[config.mk]
export PLATFORM = sky130hd
export DESIGN_NAME = regfile_writeback
export DESIGN_NICKNAME = d
export VERILOG_FILES = /design/src/rtl/regfile_writeback.sv
export SDC_FILE = /design/constraint.sdc
export NUM_CORES = 1
export LEC_CHECK = 0
export BUFFER_PORTS_ARGS = -buffer_cell sky130_fd_sc_hd__buf_4
export CAP_MARGIN = 30
export CORE_ASPECT_RATIO = 0.75
export CORE_MARGIN = 3
export CORE_UTILIZATION = 56
export DETAILED_ROUTE_END_ITERATION = 8
export PLACE_DENSITY = 0.81
export SLEW_MARGIN = 10
export SYNTH_ARGS = -nofsm -noshare
export SYNTH_HDL_FRONTEND = slang
export SYNTH_SLANG_ARGS = --single-unit
[constraint.sdc]
create_clock -name clk -period 2.75 [get_ports clk]
set_input_delay 0.55 -clock clk [delete_from_list [all_inputs] [get_ports clk]]
set_output_delay 0.55 -clock clk [all_outputs]
set_load 0.05 [all_outputs]
[src/rtl/regfile_writeback.sv]
// Register-file write-port front end: arbitrates ALU/LSU results into an in-order FIFO.
// Drains one registered write per cycle. Optional REGFILE_WB_BYPASS_EN adds a forwarding query port.
module regfile_writeback #(
  parameter int ADDR_WIDTH = 5,
  parameter int DATA_WIDTH = 32,
  parameter int DEPTH      = 4
) (
  input  logic                       clk,
  input  logic                       rst_n,
  input  logic                       alu_valid,
  output logic                       alu_ready,
  input  logic [ADDR_WIDTH-1:0]      alu_rd,
  input  logic [DATA_WIDTH-1:0]      alu_data,
  input  logic                       lsu_valid,
  output logic                       lsu_ready,
  input  logic [ADDR_WIDTH-1:0]      lsu_rd,
  input  logic [DATA_WIDTH-1:0]      lsu_data,
  input  logic                       wb_en,
`ifdef REGFILE_WB_BYPASS_EN
  input  logic [ADDR_WIDTH-1:0]      fwd_raddr,
  output logic                       fwd_hit,
  output logic [DATA_WIDTH-1:0]      fwd_data,
`endif
  output logic                       rf_wen,
  output logic [ADDR_WIDTH-1:0]      rf_waddr,
  output logic [DATA_WIDTH-1:0]      rf_wdata,
  output logic [$clog2(DEPTH)+1-1:0] pending_count,
  output logic                       busy
);

  localparam int PW = $clog2(DEPTH);
  localparam int CW = PW + 1;

  logic [ADDR_WIDTH-1:0] rd_q   [DEPTH];
  logic [DATA_WIDTH-1:0] data_q [DEPTH];
  logic [PW-1:0]         wptr;
  logic [PW-1:0]         rptr;
  logic [CW-1:0]         count;

  logic                  full;
  logic                  empty;
  logic                  lsu_fire;
  logic                  alu_fire;
  logic                  push;
  logic                  pop;
  logic [ADDR_WIDTH-1:0] push_rd;
  logic [DATA_WIDTH-1:0] push_data;

  assign full      = (count == CW'(DEPTH));
  assign empty     = (count == '0);
  assign lsu_ready = !full;
  assign alu_ready = !full && !lsu_valid;
  assign lsu_fire  = lsu_valid && lsu_ready;
  assign alu_fire  = alu_valid && alu_ready;
  assign pop       = wb_en && !empty;

  assign pending_count = count;
  assign busy          = (count != '0) || rf_wen;

  // Select the single enqueue source; LSU wins over ALU.
  always_comb begin
    push      = 1'b0;
    push_rd   = alu_rd;
    push_data = alu_data;
    unique case (1'b1)
      lsu_fire: begin
        push      = 1'b1;
        push_rd   = lsu_rd;
        push_data = lsu_data;
      end
      alu_fire: begin
        push      = 1'b1;
      end
      default: ;
    endcase
  end

  // FIFO storage; contents are don't-care until written.
  always_ff @(posedge clk) begin
    if (push) begin
      rd_q[wptr]   <= push_rd;
      data_q[wptr] <= push_data;
    end
  end

  // Pointer and occupancy tracking.
  always_ff @(posedge clk or negedge rst_n) begin
    if (!rst_n) begin
      wptr  <= '0;
      rptr  <= '0;
      count <= '0;
    end else begin
      if (push) wptr <= wptr + 1'b1;
      if (pop)  rptr <= rptr + 1'b1;
      unique case ({push, pop})
        2'b10:   count <= count + 1'b1;
        2'b01:   count <= count - 1'b1;
        default: count <= count;
      endcase
    end
  end

  // Output write registers; an x0 entry is popped but never written.
  always_ff @(posedge clk or negedge rst_n) begin
    if (!rst_n) begin
      rf_wen   <= 1'b0;
      rf_waddr <= '0;
      rf_wdata <= '0;
    end else if (pop) begin
      rf_wen   <= (rd_q[rptr] != '0);
      rf_waddr <= rd_q[rptr];
      rf_wdata <= data_q[rptr];
    end else begin
      rf_wen   <= 1'b0;
    end
  end

`ifdef REGFILE_WB_BYPASS_EN
  logic [PW-1:0] fwd_idx;

  // Youngest-match search: output register first, then FIFO head to tail.
  always_comb begin
    fwd_hit  = 1'b0;
    fwd_data = '0;
    fwd_idx  = '0;
    if (fwd_raddr != '0) begin
      if (rf_wen && (rf_waddr == fwd_raddr)) begin
        fwd_hit  = 1'b1;
        fwd_data = rf_wdata;
      end
      for (int i = 0; i < DEPTH; i++) begin
        fwd_idx = rptr + PW'(i);
        if ((CW'(i) < count) && (rd_q[fwd_idx] == fwd_raddr)) begin
          fwd_hit  = 1'b1;
          fwd_data = data_q[fwd_idx];
        end
      end
    end
  end
`endif

endmodule

# [After elaboration in Yosys (flattened, before gate mapping)]
# Memory sizes are Yosys's and may differ from the RTL's. A register that Yosys moved wholly into a read port is not among the register bits.
# Cells that the tools add are included.
# Widths: inputs -> output; s select.
[word_totals] register_bits=13 ram_bits=148 in_bits=79 out_inout_bits=44 wordCells=35 memories=2
[op_classes] n_addsub=4 n_eq_ne=3 mux=7 n_reduce_logical=14
[mem_list] name="data_q" words=4 word_bits=32 read_ports=1 rd_clocked_by_memory_dff=1 write_ports=1 line="35" rtl="logic [DATA_WIDTH-1:0] data_q [DEPTH];"
[mem_list] name="rd_q" words=4 word_bits=5 read_ports=1 rd_clocked_by_memory_dff=0 write_ports=1 line="34" rtl="logic [ADDR_WIDTH-1:0] rd_q [DEPTH];"
[op_table] cell="$mux 32" count=1
[op_table] cell="$pmux 3 s2" count=1
[op_table] cell="$mux 5" count=1
[op_table] cell="$reduce_bool 5->1" count=1
[op_table] cell="$add 2x1->2 const B" count=2
[op_table] cell="$logic_and 1x1->1" count=4
[op_table] cell="$logic_not 1->1" count=4
[op_table] cell="$mux 1" count=4
[op_table] cell="$add 3x1->3 const B" count=1
[op_table] cell="$eq 3x3->1 const B" count=1
[op_table] cell="$logic_not 3->1" count=1
[op_table] cell="$reduce_bool 3->1" count=1
[op_table] cell="$sub 3x1->3 const B" count=1
[op_table] cell="$eq 2x1->1 const B" count=1
[op_table] cell="$eq 2x2->1 const B" count=1
[op_table] cell="$reduce_bool 2->1" count=1
[op_table] cell="$reduce_or 2->1" count=1
[op_table] cell="$logic_or 1x1->1" count=1

# [Depth between registers and ports, before layout]
# Gate-level depths: netlist of the first run.
[logic_depth] word_depth=8 mapped_depth=10 ltp_nobuf=9

# [Worst setup path after synthesis of the first run]
# No wires, ideal clock.
[synth_timing] path_type="reg-to-reg" startpoint="reg count[0] (netlist: pending_count[0])" endpoint="mem data_q[0][0], enable pin" setup_time_ns=0.398 arrival_time_ns=2.364 t_required_ns=2.352 path_slack_ns=-0.012 stages_incl_launch_ff=5 path_buffers=1 period_less_slack_ns=2.762 path_cell_list="dfrtp_1 -> or3b_1 -> buf_2 -> o21a_1 -> and2_1"
[synth_via] elab_chain_cells=8 elab_cells_between_ends=9 cone_classes="eq/ne (1); mux (3); reduce/logical (5)"
[synth_lines] element="start, declared" line="38" rtl="logic [CW-1:0] count;"
[synth_lines] element="start signal, assigned" line="96" rtl="2'b10: count <= count + 1'b1;"
[synth_lines] element="start signal, assigned" line="97" rtl="2'b01: count <= count - 1'b1;"
[synth_lines] element="start signal, assigned" line="98" rtl="default: count <= count;"
[synth_lines] element="$eq 3x3->1 (*)" line="49" rtl="assign full = (count == CW'(DEPTH));"
[synth_lines] element="$logic_not 1->1 (*)" line="51" rtl="assign lsu_ready = !full;"
[synth_lines] element="named net lsu_ready" line="15" rtl="output logic lsu_ready,"
[synth_lines] element="$logic_and 1x1->1" line="52" rtl="assign alu_ready = !full && !lsu_valid;"
[synth_lines] element="$logic_and 1x1->1" line="54" rtl="assign alu_fire = alu_valid && alu_ready;"
[synth_lines] element="$reduce_or 2->1 (no source line) (*)"
[synth_lines] element="$mux 1 (*)" line="65" rtl="unique case (1'b1)"
[synth_lines] element="$mux 1 (*)" line="80" rtl="if (push) begin"
[synth_lines] element="$mux 1 (implied by the code) (*)" line="82" rtl="data_q[wptr] <= push_data;"
[synth_lines] element="end, declared" line="35"
# Mark *: on every way through the listed nets, which the timed path passes. The rest lies on a longest branch.

# [Worst setup path in the final report of the first run]
[layout_timing] startpoint="reg count[0] (netlist: pending_count[0])" endpoint="reg count[2] (netlist: pending_count[2])"
[layout_via] elab_chain_cells=8 elab_cells_between_ends=16 cone_classes="add/sub (2); eq/ne (3); mux (2); reduce/logical (9)"
[layout_lines] element="$eq 3x3->1" line="49"
[layout_lines] element="$logic_not 1->1" line="51, 52"
[layout_lines] element="$logic_and 1x1->1" line="52"
[layout_lines] element="$logic_and 1x1->1" line="54"
[layout_lines] element="$reduce_or 2->1 (no source line)"
[layout_lines] element="$mux 1" line="65"
[layout_lines] element="$eq 2x1->1 or $eq 2x2->1 (tied branches)" line="95" rtl="unique case ({push, pop})"
[layout_lines] element="$pmux 3 s2 or $reduce_bool 2->1 (tied branches)"
# Parallel ways exist; a longest one is shown, timed or not.
# A chain may end at the register's enable or synchronous reset.

==> impl_metrics.toml, run 1 <==
[yosys]
ys_top_cells_by_count = "148 x edfxtp_1, 112 x nand2_1, 45 x dfrtp_1"
netlist_top_cells_area = "edfxtp_1 58%, dfrtp_1 15%, mux4_2 11%"
async_flop_share_pct = 23.32
avgSynthCellArea_sq_um = 17.58
synth_top_area_cell = "edfxtp_1"
yosys_warnings = 0
synth_cells = 434
synth_nets = 519
syn-cell-area_sq_um = 7631
yosys-mux-area-fraction_pct = 16.66
synth_top_family_by_area = "multiplexers"
synthFlopType = "edfxtp_1"
synthAdderAreaFrac_pct = 1.082
synth_top_area_share_pct = 58.24
synth_compound_area_share_pct = 0.2623
synth_seq_cells = 193
synth.distinct_cells = 27
synth_edf_count = 148
synth_most_common_cell = "edfxtp_1"
synthSimpleGateAreaFrac_pct = 6.444
synth_seq_area_share_pct = 73.00
synth-xor-area-share_pct = 0.6886

[sta]
worst_slack_ns = 0.3136
clock_skew_ns = 0.01303
tns_ns = 0
rsz0062_at_grt = "no"
finalCriticalPeriod_ns = 2.436
final_max_slew_viol_count = 0
finalSetupViolations = 0
max-slew-margin-rel_pct = 57.95
hold_ws_ns = 0.1468
period_share_pct = 88.60
hold_violations = 0
worst_pin_slew_ns = 0.6308
fmax_mhz = 410.4

[global_routing]
use_met2_pct = 33.40
met3_usage_pct = 5.082
grt-ovfl-total = 0
grt_pass1_wl_um = 23120
met1_usage_pct = 27.88
antenna_found_initial = 0
grt_start_max_net_pins = 46
grt_pass1_vias = 4365
top_usage_layer = "met2"
grt_usage_pct = 20.67

[finish]
layoutNonFillerInstCount = 747
fillers = 837
n_antenna_cell = 0
postLayoutCellArea_sq_um = 9385
final_nets = 648
multi_input_area_sq_um = 1937
seq_area_sq_um = 5573
syn_to_final_growth_pct = 22.99
drive_gt1_share_pct = 37.15
utilization_pct = 71.36

[detailed_routing]
via_per_inst = 5.458
ant_nets = 0
routedWlPerCell_um = 19.80
drt_iter0_drc = 284
drt-total-wl_um = 14790
route.detailed.drc = 0
drt-pass1-iter-count = 4
vias = 4077

[floorplanning]
die_x_um = 140.8
die-area_sq_um = 15080
initial_core_util_pct = 58.02
io_pins = 123
die_height_um = 107.1
core-area_sq_um = 13150
num_rows = 36

[placement]
place_ws_ns = 0.3950
place.gp.congestion = 0.7585
dp_hpwl_um = 8815
io_buffers = 122
dpl-instance-area_sq_um = 8708
dp_cells = 711

[clock_tree]
hold_buffers = 0
post_cts_buffers = 0
cts_buffers = 17
clockRootBuffer = "clkbuf_16"
htreeDepth = 4
clk_latency_ns = 0.42
clk_pin_slew_worst_paths_ns = 0.07
clock-sinks = 193
ctsResizeCount = 0
clock_path_buffers = 2
cts_tree = "built"

[worst_setup_path]
cp.required_ns = 3.10
cp.arrival_ns = 2.78
regToRegSetupSlack_ns = 0.31
startpoint = "pending_count[0]"
reg2regPathDepth = 9
crit_path_max_fanout = 7
path_class = "flop to flop"
r2r_end = "pending_count[2]"
critPathLaunchType = "flop"
r2r_start = "pending_count[0]"
cp-end-kind = "flop"

[run_status]
status = "finished clean"

[pwr]
power_density_nw_per_um2 = 1215
p_leak_nw = 3.699
peakVddDrop_v = 0.001071
power.total_mw = 11.40

[min_path]
hold_class = "input port to async pin"

[flow_run]
max_cap_viol_count = 0
[worst max-delay path, stage by stage, from the launching register on]
cell and delay (ns):
dfrtp_1 0.46, or3b_1 0.49, o21a_1 0.22, inv_1 0.10, ha_1 0.18, inv_1 0.07
fa_1 0.38, xor2_1 0.16, nor2_1 0.13, xor2_1 0.16
[cells in the final DEF, fill, tap and decap left out]
cell type | synthesis | routed
fa_1 | 1 | 1
buf_16 | 0 | 3
nand2_1 | 112 | 112
nor3_1 | 1 | 1
buf_4 | 2 | 125
mux4_2 | 37 | 37
bufinv_16 | 0 | 1
clkinv_4 | 0 | 2
a21oi_1 | 1 | 1
o21a_1 | 1 | 1
inv_2 | 1 | 1
or4_1 | 1 | 1
edfxtp_1 | 148 | 148
dfrtp_1 | 45 | 43
inv_6 | 0 | 6
dfrtp_2 | 0 | 2
clkbuf_16 | 0 | 17
mux2_2 | 7 | 7
and2_2 | 0 | 4
xor2_1 | 2 | 2
inv_8 | 0 | 2
ha_1 | 5 | 5
xnor2_1 | 4 | 4
nand2_4 | 1 | 1
mux2i_1 | 1 | 1
or3b_1 | 1 | 1
buf_12 | 0 | 2
o31ai_4 | 0 | 1
nor2b_1 | 1 | 1
clkinvlp_4 | 0 | 3
mux2_1 | 31 | 31
inv_1 | 6 | 6
nor2_1 | 2 | 2
clkbuf_1 | 6 | 1
[power breakdown]
group | internal [mW] | switching [mW] | total [mW]
logic | 1.63 | 2.62 | 4.24
clock network | 1.28 | 1.09 | 2.37
registers | 4.33 | 0.459 | 4.79
total | 7.24 | 4.16 | 11.4
[cell families (layout without fill, tap and decap cells)]
logic type | count (synthesis) | in the layout
simple gates | 123 | 123
xor+xnor | 6 | 6
buf+inv | 27 | 169
compound gates | 3 | 3
fa+ha+maj | 6 | 6
mux | 76 | 76
flops | 193 | 193
[worst max-delay path by stage]
stage,to,slack [ns],cells past startpoint
global route,pending_count[2],0.17,9
global placement,pending_count[2],0.48,9
floorplan,pending_count[2],0.17,10
CTS,pending_count[2],0.37,9
finish,pending_count[2],0.31,9
detailed placement,pending_count[2],0.39,9
[layer usage]
layer	vias to the layer above	share of wire, %
met4	0	1.1
li1	1866	-
met1	2058	42
met2	139	51
met3	14	6.5
met5	-	0
[registers in the layout (all words and copies together) (netlist names)]
name	count
data_q	128
pending_count	3
rd_q	20
rf_waddr	5
rf_wdata	32
rf_wen	1
rptr	2
wptr	2
[layout make-up]
class,instances,share of cell area (%)
Clock buffer,18,4.573
Clock inverter,14,1.546
Multi-Input combinational cell,214,20.64
Tap cell,171,2.280
Timing Repair Buffer,130,11.31
Sequential cell,193,59.38
Inverter,7,0.2800
Power figures use the tool's default switching activity.
==> inputs of run 2 (changes only) <==
--- a/config.mk
+++ b/config.mk
@@ -7,11 +7,14 @@
 export LEC_CHECK = 0
 export BUFFER_PORTS_ARGS = -buffer_cell sky130_fd_sc_hd__buf_4
 export CAP_MARGIN = 30
+export CELL_PAD_IN_SITES_DETAIL_PLACEMENT = 2
+export CELL_PAD_IN_SITES_GLOBAL_PLACEMENT = 2
 export CORE_ASPECT_RATIO = 0.75
 export CORE_MARGIN = 3
-export CORE_UTILIZATION = 56
+export CORE_UTILIZATION = 41
 export DETAILED_ROUTE_END_ITERATION = 8
 export PLACE_DENSITY = 0.81
+export SETUP_SLACK_MARGIN = 0.5
 export SLEW_MARGIN = 10
 export SYNTH_ARGS = -nofsm -noshare
 export SYNTH_HDL_FRONTEND = slang
==> constraint.sdc (replaced) <==
create_clock -name clk -period 2.34 [get_ports clk]
set_input_delay 0.468 -clock clk [delete_from_list [all_inputs] [get_ports clk]]
set_output_delay 0.468 -clock clk [all_outputs]
set_load 0.05 [all_outputs]
==> impl_metrics.toml, run 2 (synthesis gave the netlist of run 1 again) <==
[run_status]
status = "finished clean"

[worst_setup_path]
r2r_end = "data_q[0][22]"
crit_path_max_fanout = 3
reg2regPathDepth = 5
cp-end-kind = "output pin"
critPathLaunchType = "flop"
regToRegSetupSlack_ns = 0.28
cp.arrival_ns = 1.66
r2r_start = "pending_count[0]"
cp.required_ns = 1.87
path_class = "flop to output pin"

[clock_tree]
cts_tree = "built"
clock_path_buffers = 2
hold_buffers = 0
cts_buffers = 17
clockRootBuffer = "clkbuf_16"
clk_pin_slew_worst_paths_ns = 0.08
htreeDepth = 4
clk_latency_ns = 0.44
clock-sinks = 193

[placement]
dp_hpwl_um = 13170
dp_cells = 790
place.gp.congestion = 0.6723
io_buffers = 122

[finish]
syn_to_final_growth_pct = 29.27
final_cell_mix = "148 x edfxtp_1, 129 x buf_4, 112 x nand2_1"
final_common_cell = "edfxtp_1"
top_regs = "data_q x128, rf_wdata x32, rd_q x20"
n_antenna_cell = 0
layoutNonFillerInstCount = 840
final_nets = 670
drive_gt1_share_pct = 41.81
largest-register = "data_q"
largest_reg_flops = 128

[flow_run]
max_cap_viol_count = 0

[global_routing]
grt-ovfl-total = 0
antenna_found_initial = 0
grt_usage_pct = 21.43
grt_pass1_wl_um = 31040
grt_pass1_vias = 5069
grt_start_max_net_pins = 46

[floorplanning]
initial_core_util_pct = 42.58
io_pins = 123
core-area_sq_um = 17920
die-area_sq_um = 20300
die_height_um = 124.2
die_x_um = 163.5
num_rows = 42

[sta]
hold_violations = 0
hold_ws_ns = 0.07627
period_share_pct = 91.07
clock_skew_ns = 0.01421
fmax_mhz = 469.3
final_max_slew_viol_count = 0
rsz0062_at_grt = "yes"
tns_ns = 0
max-slew-margin-rel_pct = 53.90
finalSetupViolations = 0
worst_pin_slew_ns = 0.6915
finalCriticalPeriod_ns = 2.131

[pwr]
power.total_mw = 14.56
p_leak_nw = 3.883
peakVddDrop_v = 0.0006609
power_density_nw_per_um2 = 1476

[detailed_routing]
ant_nets = 0
routedWlPerCell_um = 25.05
wl_met2_um = 11270
route.detailed.drc = 0
wl_met3_um = 998
drt_iter0_drc = 230
met1Wirelength_um = 8612
route.top_layer_used = "met4"
via_per_inst = 5.156
drt-pass1-iter-count = 4
drt-total-wl_um = 21040
vias = 4331

[min_path]
hold_class = "input port to async pin"
==> run 2: what timing repair did <==
action	in CTS	in global routing
endpoints found under the setup margin	253	194
cloned	0	3
resized for setup	17	3
pin swaps	6	1
buffers inserted	10	5
==> run 2: through the flow <==
step	utilization [%]	area, sq um	setup slack, ns
2_1_floorplan	-	7671	0.05776
3_3_place_gp	49.63	8894	0.2400
3_5_place_dp	50.16	8989	0.1677
4_1_cts	54.29	9729	0.1817
5_1_grt	55.05	9864	0.1588
6_report	55.05	9864	0.2090
==> run 2: power breakdown <==
| part | total, mW | leakage [nW] | internal (mW) | switching [mW] |
|---|---|---|---|---|
| Sequential | 5.69 | 1.91 | 5.10 | 0.593 |
| Clock | 2.98 | 0.288 | 1.61 | 1.37 |
| Combinational | 5.89 | 1.69 | 2.36 | 3.53 |
| Total | 14.6 | 3.88 | 9.06 | 5.50 |
==> run 2: worst max path at each step <==
| stage | startpoint | end | cells past startpoint |
|---|---|---|---|
| after floorplan | pending_count[1] | pending_count[2] | 10 |
| after global placement | pending_count[2] | data_q[3][17] | 3 |
| after detailed placement | pending_count[0] | pending_count[2] | 9 |
| after CTS | pending_count[0] | alu_ready | 4 |
| after global routing | pending_count[0] | alu_ready | 4 |
| final | pending_count[0] | alu_ready | 4 |
==> run 2: metal layers <==
layer  GRT usage (%)  vias to the layer above
met5               0                        -
met1           26.51                     2273
li1                -                     1917
met2           39.13                      126
met4           4.173                        0
met3           4.953                       15
==> run 2: area by class of cell <==
cell class                      count  area (sq um)
Fill cell                        1565          8055
Sequential cell                   193          5577
Multi-Input combinational cell    214          1978
Timing Repair Buffer              152          1379
Clock buffer                       17         425.4
Tap cell                          242         302.8
Clock inverter                     15         173.9
Inverter                            7         28.78
==> run 2: critical path, stage by stage, from the launching register on <==
cell and delay (ns):
dfrtp_2 0.42, or3b_4 0.41, buf_6 0.14, nor2b_4 0.12
buf_6 0.14
==> inputs of run 3 (changes only) <==
--- a/config.mk
+++ b/config.mk
@@ -14,7 +14,7 @@
 export CORE_UTILIZATION = 41
 export DETAILED_ROUTE_END_ITERATION = 8
 export PLACE_DENSITY = 0.81
-export SETUP_SLACK_MARGIN = 0.5
+export SETUP_SLACK_MARGIN = 0.1
 export SLEW_MARGIN = 10
 export SYNTH_ARGS = -nofsm -noshare
 export SYNTH_HDL_FRONTEND = slang
==> impl_metrics.toml, run 3 (synthesis gave the netlist of run 1 again) <==
[global_routing]
grt-ovfl-total = 0
use_met2_pct = 37.77
grt_pass1_vias = 4974
grt_pass1_wl_um = 31710
antenna_found_initial = 0
met3_usage_pct = 5.020
met1_usage_pct = 28.72
grt_usage_pct = 22.03
top_usage_layer = "met2"
grt_start_max_net_pins = 46

[sta]
fmax_mhz = 460.5
tns_ns = 0
rsz0062_at_grt = "no"
max-slew-margin-rel_pct = 53.66
hold_violations = 0
final_max_slew_viol_count = 0
clock_skew_ns = 0.01747
period_share_pct = 92.80
finalCriticalPeriod_ns = 2.171
finalSetupViolations = 0
worst_pin_slew_ns = 0.6951

[floorplanning]
core-area_sq_um = 17920
die_x_um = 163.5
die-area_sq_um = 20300
num_rows = 42
io_pins = 123
die_height_um = 124.2
initial_core_util_pct = 42.58

[pwr]
peakVddDrop_v = 0.0007744
power.total_mw = 14.03
p_leak_nw = 3.764
power_density_nw_per_um2 = 1461

[detailed_routing]
routedWlPerCell_um = 25.03
drt-total-wl_um = 20800
ant_nets = 0
drt-pass1-iter-count = 4
via_per_inst = 5.203
route.detailed.drc = 0
vias = 4324
drt_iter0_drc = 249

[finish]
n_antenna_cell = 0
top_regs = "data_q x128, rf_wdata x32, rd_q x20"
largest_reg_flops = 128
largest-register = "data_q"
syn_to_final_growth_pct = 25.82
drive_gt1_share_pct = 39.90
final_common_cell = "edfxtp_1"
final_cell_mix = "148 x edfxtp_1, 137 x buf_4, 112 x nand2_1"
final_nets = 661

[worst_setup_path]
cp.arrival_ns = 1.70
cp_common_cell = "buf_4"
r2r_end = "pending_count[2]"
critPathLaunchType = "flop"
regToRegSetupSlack_ns = 0.19
r2r_start = "pending_count[0]"
reg2regPathDepth = 9
worst-path-buf-inv = 2
crit_path_max_fanout = 4
max_stage_delay_ns = 0.49
cp-end-kind = "output pin"
cp_cell_sequence = "buf_4 -> or4_1 -> buf_4"
cp_slowest_cell = "or4_1"
path_class = "flop to output pin"
cp.required_ns = 1.87
cpLargestDelayFamily = "simple AND/OR/NAND/NOR gates"

[clock_tree]
clk_pin_slew_worst_paths_ns = 0.07
clk_latency_ns = 0.45
cts_buffers = 17
clock-sinks = 193
clock_path_buffers = 2
clockRootBuffer = "clkbuf_16"
cts_tree = "built"
htreeDepth = 4

[placement]
place.gp.congestion = 0.7377
dp_hpwl_um = 13270
io_buffers = 122

[flow_run]
max_cap_viol_count = 0

[run_status]
status = "finished clean"

[min_path]
hold_class = "input port to async pin"
run 3: cell types whose count changed in the layout (fill, tap and decap cells not counted), sizes merged:
cell    change
clkinv      +2
buf         -7
inv         -3
clkbuf      -1
run 3: report_power, final:
group / total (mW) / leakage [nW] / internal (mW) / switching [mW]
Sequential: 5.70 / 1.91 / 5.10 / 0.597
Clock: 2.93 / 0.280 / 1.59 / 1.34
Combinational: 5.40 / 1.57 / 2.03 / 3.37
Total: 14.0 / 3.76 / 8.72 / 5.31
run 3: metrics by stage:
step	utilization [%]	instances	worst slack, ns	cell area (sq um)	hold WS, ns
final	53.58	831	0.1685	9602	0.05291
after global routing	53.58	831	0.1143	9602	0.08829
after CTS	53.33	825	0.1256	9557	0.08894
after detailed placement	50.05	793	0.04874	8969	0.4687
after global placement	50.05	793	0.1786	8969	0.4596
after floorplan	-	434	0.05773	7669	0.1724
run 3: worst max path at each step:
stage,from,end,slack [ns],depth (start not counted)
CTS,pending_count[1],pending_count[2],0.13,9
floorplan,pending_count[1],pending_count[2],0.06,10
global placement,pending_count[1],pending_count[2],0.18,9
finish,pending_count[1],busy,0.17,3
detailed placement,pending_count[1],pending_count[2],0.05,9
global route,pending_count[0],pending_count[2],0.11,9
run 3: metal layers:
metal / wire length (um) / share of wire [%] / up-vias
li1: - / - / 1896
met3: 1036 / 5.0 / 9
met1: 8844 / 43 / 2283
met4: 132 / 0.63 / 0
met2: 10780 / 52 / 136
met5: 0 / 0 / -
run 3: what timing repair did:
action	CTS	global route
hold buffers	0	0
gates resized for setup	1	0
pin swaps	0	1
setup buffers	0	6
hold endpoints to repair	0	0
endpoints found under the setup margin	1	1
run 3: cell type report:
cell class / instances / area, sq um
clock buffer: 18 / 429.2
clock inverter: 14 / 156.4
fill: 1623 / 8318
inverter: 7 / 26.28
multi-input combinational: 214 / 1962
sequential: 193 / 5577
tap: 242 / 302.8
timing repair buffer: 143 / 1149
